File: config.mk
export PLATFORM = sky130hd
export DESIGN_NAME = aes_uart_ctrl
export DESIGN_NICKNAME = d
export VERILOG_FILES = /design/src/rtl/aes_uart_pkg.sv /design/src/rtl/aes_byte_shifter.sv /design/src/rtl/aes_uart_ctrl.sv
export SDC_FILE = /design/constraint.sdc
export NUM_CORES = 1
export LEC_CHECK = 0
export ABC_CLOCK_PERIOD_IN_PS = 3300
export BUFFER_PORTS_ARGS = -buffer_cell sky130_fd_sc_hd__buf_2
export CORE_MARGIN = 2
export CORE_UTILIZATION = 50
export DETAILED_ROUTE_END_ITERATION = 7
export GPL_TIMING_DRIVEN = 0
export PLACE_DENSITY = 0.85
export REMOVE_ABC_BUFFERS = 1
export SLEW_MARGIN = 20
export SYNTH_ARGS = -nofsm -noshare
export SYNTH_HDL_FRONTEND = slang
export SYNTH_SLANG_ARGS = --single-unit
File: constraint.sdc
create_clock -name clk -period 3.3 [get_ports clk]
set_clock_uncertainty 0.1 [all_clocks]
set_input_delay 0.825 -clock clk [delete_from_list [all_inputs] [get_ports clk]]
set_output_delay 0.825 -clock clk [all_outputs]
set_load 0.01 [all_outputs]
File: src/rtl/aes_uart_pkg.sv
// Shared types and command-byte defaults for the AES UART controller.
package aes_uart_pkg;

  typedef logic [127:0] block_t;

  typedef enum logic [2:0] {
    ST_IDLE   = 3'd0,
    ST_RX_KEY = 3'd1,
    ST_RX_PT  = 3'd2,
    ST_RUN    = 3'd3,
    ST_TX     = 3'd4
  } state_e;

  localparam logic [7:0] CMD_KEY_DEF = 8'h4B;
  localparam logic [7:0] CMD_PT_DEF  = 8'h50;

endpackage

File: src/rtl/aes_byte_shifter.sv
// 128-bit load/shift-by-byte register: new byte enters at [7:0], oldest byte sits at [127:120].
// Updates in one cycle; done flags the shift that completes 16 bytes, no backpressure of its own.
module aes_byte_shifter
  import aes_uart_pkg::*;
(
  input  logic       clk,
  input  logic       reset,
  input  logic       clear,
  input  logic       load,
  input  block_t     load_dat,
  input  logic       shift_en,
  input  logic [7:0] shift_in,
  output block_t     dat,
  output logic       done
);

  block_t     data_q, data_d;
  logic [3:0] cnt_q, cnt_d;

  // clear beats load beats shift, so an abort always leaves an empty register
  always_comb begin
    data_d = data_q;
    cnt_d  = cnt_q;
    if (clear) begin
      data_d = '0;
      cnt_d  = '0;
    end else if (load) begin
      data_d = load_dat;
      cnt_d  = '0;
    end else if (shift_en) begin
      data_d = {data_q[119:0], shift_in};
      cnt_d  = cnt_q + 4'd1;
    end
  end

  always_ff @(posedge clk) begin
    if (reset) begin
      data_q <= '0;
      cnt_q  <= '0;
    end else begin
      data_q <= data_d;
      cnt_q  <= cnt_d;
    end
  end

  assign dat  = data_q;
  assign done = shift_en && (cnt_q == 4'hF);

endmodule

File: src/rtl/aes_uart_ctrl.sv
// Sequences the AES core from UART bytes: 'K'+16 loads the key, 'P'+16 loads plaintext, runs the core, streams the cypher.
// tx_valid rises AES_LATENCY+1 cycles after the last plaintext byte; TX holds under tx_ready low, RX bytes in RUN/TX are dropped.
module aes_uart_ctrl
  import aes_uart_pkg::*;
#(
  parameter int         AES_LATENCY    = 12,
  parameter int         TIMEOUT_CYCLES = 100000,
  parameter logic [7:0] CMD_KEY        = CMD_KEY_DEF,
  parameter logic [7:0] CMD_PT         = CMD_PT_DEF
) (
  input  logic         clk,
  input  logic         reset,
  input  logic         rx_valid,
  input  logic [7:0]   rx_data,
  input  logic         tx_ready,
  output logic         tx_valid,
  output logic [7:0]   tx_data,
  output logic [127:0] aes_key,
  output logic [127:0] aes_plaintext,
  output logic         aes_enable,
  input  logic [127:0] aes_cypher,
  output logic         busy,
  output logic         key_loaded,
  output logic         frame_err,
  output logic         rx_drop
);

  localparam int TW = $clog2(TIMEOUT_CYCLES + 1);
  localparam int RW = $clog2(AES_LATENCY + 1);
  localparam logic [TW-1:0] TO_LAST  = TW'(TIMEOUT_CYCLES - 1);
  localparam logic [TW-1:0] TO_MAX   = TW'(TIMEOUT_CYCLES);
  localparam logic [RW-1:0] RUN_LAST = RW'(AES_LATENCY - 1);

  state_e        state_q, state_d;
  block_t        key_q, key_d;
  block_t        pt_q, pt_d;
  logic          key_loaded_q, key_loaded_d;
  logic          frame_err_q, frame_err_d;
  logic          rx_drop_q, rx_drop_d;
  logic [TW-1:0] to_cnt_q, to_cnt_d;
  logic [RW-1:0] run_cnt_q, run_cnt_d;

  logic   stg_clear, stg_shift, stg_done;
  block_t stg_dat;
  logic   tx_load, tx_shift, tx_done;
  block_t tx_dat;
  logic   unused_bits;

  aes_byte_shifter u_stage (
    .clk      (clk),
    .reset    (reset),
    .clear    (stg_clear),
    .load     (1'b0),
    .load_dat ('0),
    .shift_en (stg_shift),
    .shift_in (rx_data),
    .dat      (stg_dat),
    .done     (stg_done)
  );

  aes_byte_shifter u_tx (
    .clk      (clk),
    .reset    (reset),
    .clear    (1'b0),
    .load     (tx_load),
    .load_dat (aes_cypher),
    .shift_en (tx_shift),
    .shift_in (8'h00),
    .dat      (tx_dat),
    .done     (tx_done)
  );

  always_comb begin
    state_d      = state_q;
    key_d        = key_q;
    pt_d         = pt_q;
    key_loaded_d = key_loaded_q;
    frame_err_d  = 1'b0;
    rx_drop_d    = 1'b0;
    to_cnt_d     = '0;
    run_cnt_d    = run_cnt_q;
    stg_clear    = 1'b0;
    stg_shift    = 1'b0;
    tx_load      = 1'b0;
    tx_shift     = 1'b0;

    case (state_q)
      ST_IDLE: begin
        stg_clear = 1'b1;
        if (rx_valid) begin
          if (rx_data == CMD_KEY) begin
            state_d = ST_RX_KEY;
          end else if ((rx_data == CMD_PT) && key_loaded_q) begin
            state_d = ST_RX_PT;
          end else begin
            frame_err_d = 1'b1;
          end
        end
      end

      ST_RX_KEY, ST_RX_PT: begin
        if (rx_valid) begin
          stg_shift = 1'b1;
          // The 16th byte is committed together with the staged 15, so the
          // committed block is visible the cycle after the last byte.
          if (stg_done) begin
            stg_clear = 1'b1;
            if (state_q == ST_RX_KEY) begin
              key_d        = {stg_dat[119:0], rx_data};
              key_loaded_d = 1'b1;
              state_d      = ST_IDLE;
            end else begin
              pt_d      = {stg_dat[119:0], rx_data};
              run_cnt_d = RUN_LAST;
              state_d   = ST_RUN;
            end
          end
        end else if (to_cnt_q == TO_LAST) begin
          frame_err_d = 1'b1;
          stg_clear   = 1'b1;
          state_d     = ST_IDLE;
        end else begin
          to_cnt_d = (to_cnt_q == TO_MAX) ? to_cnt_q : to_cnt_q + TW'(1);
        end
      end

      ST_RUN: begin
        rx_drop_d = rx_valid;
        if (run_cnt_q == '0) begin
          tx_load = 1'b1;
          state_d = ST_TX;
        end else begin
          run_cnt_d = run_cnt_q - RW'(1);
        end
      end

      ST_TX: begin
        rx_drop_d = rx_valid;
        if (tx_ready) begin
          tx_shift = 1'b1;
          if (tx_done) begin
            state_d = ST_IDLE;
          end
        end
      end

      default: begin
        state_d = ST_IDLE;
      end
    endcase
  end

  always_ff @(posedge clk) begin
    if (reset) begin
      state_q      <= ST_IDLE;
      key_q        <= '0;
      pt_q         <= '0;
      key_loaded_q <= 1'b0;
      frame_err_q  <= 1'b0;
      rx_drop_q    <= 1'b0;
      to_cnt_q     <= '0;
      run_cnt_q    <= '0;
    end else begin
      state_q      <= state_d;
      key_q        <= key_d;
      pt_q         <= pt_d;
      key_loaded_q <= key_loaded_d;
      frame_err_q  <= frame_err_d;
      rx_drop_q    <= rx_drop_d;
      to_cnt_q     <= to_cnt_d;
      run_cnt_q    <= run_cnt_d;
    end
  end

  assign tx_valid      = (state_q == ST_TX);
  assign tx_data       = tx_dat[127:120];
  assign aes_enable    = (state_q == ST_RUN);
  assign busy          = (state_q != ST_IDLE);
  assign aes_key       = key_q;
  assign aes_plaintext = pt_q;
  assign key_loaded    = key_loaded_q;
  assign frame_err     = frame_err_q;
  assign rx_drop       = rx_drop_q;

  // Staging top byte and TX low bytes are never read directly.
  assign unused_bits = ^{stg_dat[127:120], tx_dat[119:0]};

endmodule

# Word level (Yosys, flattened, before mapping)
# Cells that the tools add are included.
# word_totals
regBits,539
inputBits,140
out_inout_bits,270
wordCells,91
# op_classes
add_sub_neg,4
eq_ne,21
mux,33
bitwise_logic,3
reduce_logical,18
# op_table
cell,n
128-bit two-way mux,2
17-bit equality test (second input constant),2
3-bit two-way mux,9
17-bit by 1-bit adder with 17-bit output (second input constant),1
8-bit by 7-bit equality test with 1-bit output (second input constant),2
4-bit two-way mux,4
1-bit two-way mux,13
2-bit inequality test (second input constant),6
3-bit one-hot mux with 4 select lines,1
2-bit OR reduction,5
3-bit inequality test (second input constant),3
4-bit by 1-bit adder with 4-bit output (second input constant),2
4-bit equality test (second input constant),2
4-bit one-hot mux with 2 select lines,1
4-bit AND reduction,2
7-bit AND reduction,1
3-bit by 2-bit equality test with 1-bit output (second input constant),2
5-bit AND reduction,1
4-bit zero test,1
2-bit by 1-bit inequality test with 1-bit output (second input constant),2
1-bit one-hot mux with 2 select lines,2
2-bit nonzero test,2
4-bit OR reduction,1
4-bit by 1-bit subtractor with 4-bit output (second input constant),1
other kinds (7),11

# Logic depth before layout (Yosys ltp)
# logic_depth
word_depth,8
depth_mapped,10
ltp_nobuf,7

# Cells and area by module
# A second synthesis with hierarchy kept.
# unflattened
hier_cells,2468
hier_area_um2,23005.8
# by_module_without_submodules
module,instances,cells_per_inst,area_per_inst_um2,seq_area_each_um2
aes_byte_shifter,2,589,6422.4,2642.5
aes_uart_ctrl,1,1290,10161.0,5665.4

# Least setup slack after synthesis
# Ideal clock, no wire load.
# synth_path
path_type,input port to flip-flop
from,in rx_valid
to,reg u_stage.data_q[41] (netlist: u_stage.dat[41])
setup_time_ps,65
t_arrival_ps,2081
required_time_ps,3135
slack_ps,1053
cell_stages,7
path_cell_list,nor2b_1 nand2_1 nor2_1 clkbuf_1 clkbuf_1 a22oi_1 nor2_1
# synth_via
elab_chain_len,7
# synth_lines
item,line_no,text
from (decl),aes_uart_ctrl.sv:13,"input logic rx_valid,"
1-bit two-way mux,aes_uart_ctrl.sv:102,if (rx_valid) begin
1-bit two-way mux,aes_uart_ctrl.sv:87,case (state_q)
1-bit logical AND,aes_byte_shifter.sv:47,assign done = shift_en && (cnt_q == 4'hF);
1-bit two-way mux,aes_uart_ctrl.sv:106,if (stg_done) begin
1-bit two-way mux,aes_uart_ctrl.sv:102,
1-bit one-hot mux with 2 select lines,aes_uart_ctrl.sv:87,
2-bit OR reduction (no source line),-,
to (signal assigned),aes_byte_shifter.sv:41,data_q <= data_d;
to (decl),aes_byte_shifter.sv:17,"block_t data_q, data_d;"
# Several ways; a longest one is shown, not always the timed one.
# A chain may end at the register's enable or synchronous reset.

# Worst setup path in the final report
# layout_path
from,reg run_cnt_q[0]
to,reg u_tx.data_q[121] (netlist: u_tx.dat[121])
# layout_via
elab_chain_len,4
# layout_lines
item,line_no,text
from (decl),aes_uart_ctrl.sv:41,"logic [RW-1:0] run_cnt_q, run_cnt_d;"
from (signal assigned),aes_uart_ctrl.sv:171,run_cnt_q <= run_cnt_d;
4-bit zero test (*),aes_uart_ctrl.sv:129,if (run_cnt_q == '0) begin
1-bit two-way mux (*),aes_uart_ctrl.sv:129,
1-bit two-way mux (*),aes_uart_ctrl.sv:87,
128-bit two-way mux / 2-bit nonzero test (equally long branches),-,
to (signal assigned),aes_byte_shifter.sv:41,
to (decl),aes_byte_shifter.sv:17,
# Mark *: on every way between the ends. The rest lies on a longest branch, timed or not.

==> results.sh <==
export IMPL_max_freq_ghz=0.3282
export IMPL_cp_startpoint="run_cnt_q[0]$_SDFFE_PP0P_"
export IMPL_holdBufCountCts=0
export IMPL_hold_violations=0
export IMPL_power_frac_seq=0.512
export IMPL_grt_pass1_wl_um=84910
export IMPL_drc=0
export IMPL_synth_ff_type="dfxtp_1"
export IMPL_synth_mux_area_frac=0.002656
export IMPL_wl_per_cell_um=17.12
export IMPL_yosysSeqAreaShare=0.5587
export IMPL_hold_end="aes_key[121]$_SDFFE_PP0P_"
export IMPL_critPathTopFamily="simple AND/OR/NAND/NOR gates"
export IMPL_holdCritStartpoint="aes_key[121]$_SDFFE_PP0P_"
export IMPL_power_mw=12.70
export IMPL_internal_power_mw=10.10
export IMPL_netlist_area_sq_um=19310
export IMPL_grt_pass1_vias=16522
export IMPL_grt_max_degree=142
export IMPL_synth_edff_count=0
export IMPL_n_antenna_cell=0
export IMPL_slew_headroom=0.3425
export IMPL_crit_path_start_kind="flop"
export IMPL_status="finished, final reports clean"
export IMPL_hpwl_um=35880
export IMPL_yosys_top_cells_count="nand2_1, dfxtp_1, a21oi_1, a22oi_1, nor2_1"
export IMPL_finalCritPeriodShare=0.9234
export IMPL_gp_congestion=0.8570
export IMPL_port_buffers=409
export IMPL_ys_ff_latch=539
export IMPL_dr_pass1_iters=6
export IMPL_core_area_sq_um=37840
export IMPL_r2r_start="run_cnt_q[0]$_SDFFE_PP0P_"
export IMPL_netlist_instances=2296
export IMPL_first_iter_violations=1570
export IMPL_nets=2751
export IMPL_synth_compound_area_frac=0.2033
export IMPL_cts_max_level=2
export IMPL_multi_input_area_sq_um=7705
export IMPL_holdPathStages=2
export IMPL_swShare=0.2051
export IMPL_synth_top_cell_area_share=0.5587
export IMPL_r2r_slack_ns=0.25
export IMPL_design_area_sq_um=23760
export IMPL_arrival_ns=3.39
export IMPL_crit_buf_inv=5
export IMPL_critPathMaxFanout=72
export IMPL_ios=410
export IMPL_r2r_cells=11
export IMPL_cts_made_buffers=53
export IMPL_p_leak_nw=8.747
export IMPL_worstSetupPathType="flop to flop"
export IMPL_utilization=0.6278
export IMPL_comb_power_share=0.015
export IMPL_clkPwrFrac=0.472
export IMPL_start_util=0.5103
export IMPL_critPathSlowestCell="nor3b_1"
export IMPL_worst_hold_slack_ns=0.3507
export IMPL_die_area_sq_um=40210
export IMPL_synth_async_sr_flop_share=0
export IMPL_max_cap_viol_count=0
export IMPL_ys_top_cells_by_area="dfxtp_1, nand2_1, a21oi_1, a22oi_1, nor2_1"
export IMPL_drt_wl_total_um=53980
export IMPL_path_clk_slew_ns=0.06
export IMPL_crit_required_ns=3.65
export IMPL_yosys_area_share_simple=0.1771
export IMPL_clockBufferDepth=3
export IMPL_ir_drop_mv=0.5037
export IMPL_vias=17825
export IMPL_tightest_slew_ns=0.9613
export IMPL_fin_setup_tns_ns=0
export IMPL_antenna_found_initial=0
export IMPL_place_area_sq_um=22010
export IMPL_tritoncts="built"
export IMPL_synth_top_family_by_area="compound AO/OA/AOI/OAI gates"
export IMPL_die_h_um=200.5
export IMPL_cts_root_buffer="clkbuf_16"
export IMPL_yosysTopAreaCell="dfxtp_1"
export IMPL_regArea_sq_um=10790
export IMPL_r2r_end="u_tx.dat[121]$_SDFFE_PP0P_"
export IMPL_slew_violations=0
export IMPL_grtUsageTotal=0.2535
export IMPL_fp_row_count=71
export IMPL_rsz0062_at_grt="no"
export IMPL_viasPerCell=5.652
export IMPL_setup_worst_path_end_class="flop"
export IMPL_synth_area_per_cell_sq_um=8.411
export IMPL_gr_total_overflow=0
export IMPL_ant_nets=0
export IMPL_path_cells="inv_1, ha_1, nor3b_1, and2_4, buf_16, buf_12, nor2_4, buf_16, buf_12, nand2_1, a21oi_1"
export IMPL_hp_class="flop to flop"
export IMPL_powerDensity_nw_per_um2=534.6
export IMPL_drive_gt1_frac=0.2058
export IMPL_clock_latency_ns=0.58
export IMPL_crit_path_max_incr_delay_ns=0.52
export IMPL_synthToLayoutAreaGrowth_pct=23.03
export IMPL_synth_xor_area_frac=0.009070
export IMPL_synthDistinctLibCells=42
export IMPL_yosysMostFrequentCell="nand2_1"
export IMPL_layout_min_cycle_time_ns=3.047
export IMPL_cts_sinks=539
export IMPL_ys_warn_count=0
export IMPL_die_x_um=200.5
export IMPL_synth_fa_ha_area_frac=0.003887
export IMPL_p_sw_mw=2.606
export IMPL_nFillCells=3071
export IMPL_setup_viol=0
area by class of cell:
type                    count  area share
clock inverters            20    0.009742
well taps                 511     0.02691
inverters                  11    0.001738
multi-input cells        1553      0.3243
repair buffers            447      0.1195
flip-flops and latches    539      0.4542
clock buffers              73     0.06362
power by group through the flow:
stage	combinational, mW	clock (mW)	sequential, mW
floorplan	0.00973	0	6.65
global placement	0.173	0	6.65
detailed placement	0.191	0	6.65
CTS	0.192	6.09	6.51
global route	0.211	6.35	6.50
finish	0.195	6.00	6.51
per-stage QoR:
step	setup WS (ns)	std cells
5_1_grt	0.06667	3154
2_1_floorplan	-4.217	2102
3_5_place_dp	-0.03765	3060
3_3_place_gp	-9.520	3022
6_report	0.2529	3154
4_1_cts	0.1787	3153
registers in the layout, indices dropped and copies added (netlist names):
register,cells
u_stage.cnt_q,4
u_tx.cnt_q,4
rx_drop,1
run_cnt_q,4
u_tx.dat,128
to_cnt_q,17
aes_key,128
frame_err,1
u_stage.dat,120
key_loaded,1
state_q,3
aes_plaintext,128
worst register-to-register path: cells and delay by family, from the launching register on:
kind	cells	cell delay, ns
AND/OR/NAND/NOR	4	1.13
adder cells (fa/ha/maj)	1	0.14
AO/OA/AOI/OAI	1	0.08
buffers and inverters	5	1.13
flip-flops	1	0.33
metal layers:
metal,vias to the layer above,GRT usage,wire (um)
li1,8407,-,-
met1,8473,0.3220,21860
met2,803,0.4283,26170
met3,142,0.04091,3776
met4,0,0.1087,2178
met5,-,0,0
worst max path at each step:
| stage | end | slack [ns] | depth (start not counted) |
|---|---|---|---|
| finish | u_tx.dat[121]$_SDFFE_PP0P_ | 0.25 | 11 |
| global route | u_tx.dat[111]$_SDFFE_PP0P_ | 0.07 | 11 |
| CTS | u_tx.dat[121]$_SDFFE_PP0P_ | 0.18 | 10 |
| detailed placement | u_stage.dat[107]$_SDFFE_PP0P_ | -0.04 | 8 |
| global placement | u_stage.dat[99]$_SDFFE_PP0P_ | -9.52 | 6 |
| floorplan | u_stage.cnt_q[0]$_SDFFE_PP0P_ | -4.22 | 5 |
cells by family (layout without fill, tap and decap cells):
group                      count (synthesis)  after routing
AOI/OAI and AO/OA                        652            652
and+or+nand+nor                          869            870
DFF                                      539            539
buffers and inverters                    205            551
muxes                                      5              5
xor gates and xnor gates                  20             20
adders and majority gates                  6              6
what timing repair did:
action | in CTS | in global routing
setup endpoints to repair | 0 | 23
setup buffers | 0 | 0
gates resized for setup | 0 | 0
hold endpoints to repair | 0 | 0
cell usage in the layout (no fill, tap or decap), types with 4 or more instances in the layout:
master	netlist	routed
a211oi_1	4	4
a21oi_1	384	384
a22oi_1	249	249
buf_12	0	10
buf_16	0	16
buf_2	38	408
buf_6	0	10
bufinv_16	0	4
clkbuf_1	134	9
clkbuf_16	0	53
clkbuf_8	0	11
clkinv_2	0	9
clkinvlp_4	0	4
dfxtp_1	539	539
ha_1	6	6
inv_1	11	11
mux2i_1	4	4
nand2_1	648	647
nand3_1	8	8
nand4_1	7	7
nor2_1	165	162
nor2b_1	4	4
nor3_1	8	8
o21ai_0	5	5
or3_1	4	4
xnor2_1	9	9
xor2_1	11	11
(Power assumes the default switching activity.)
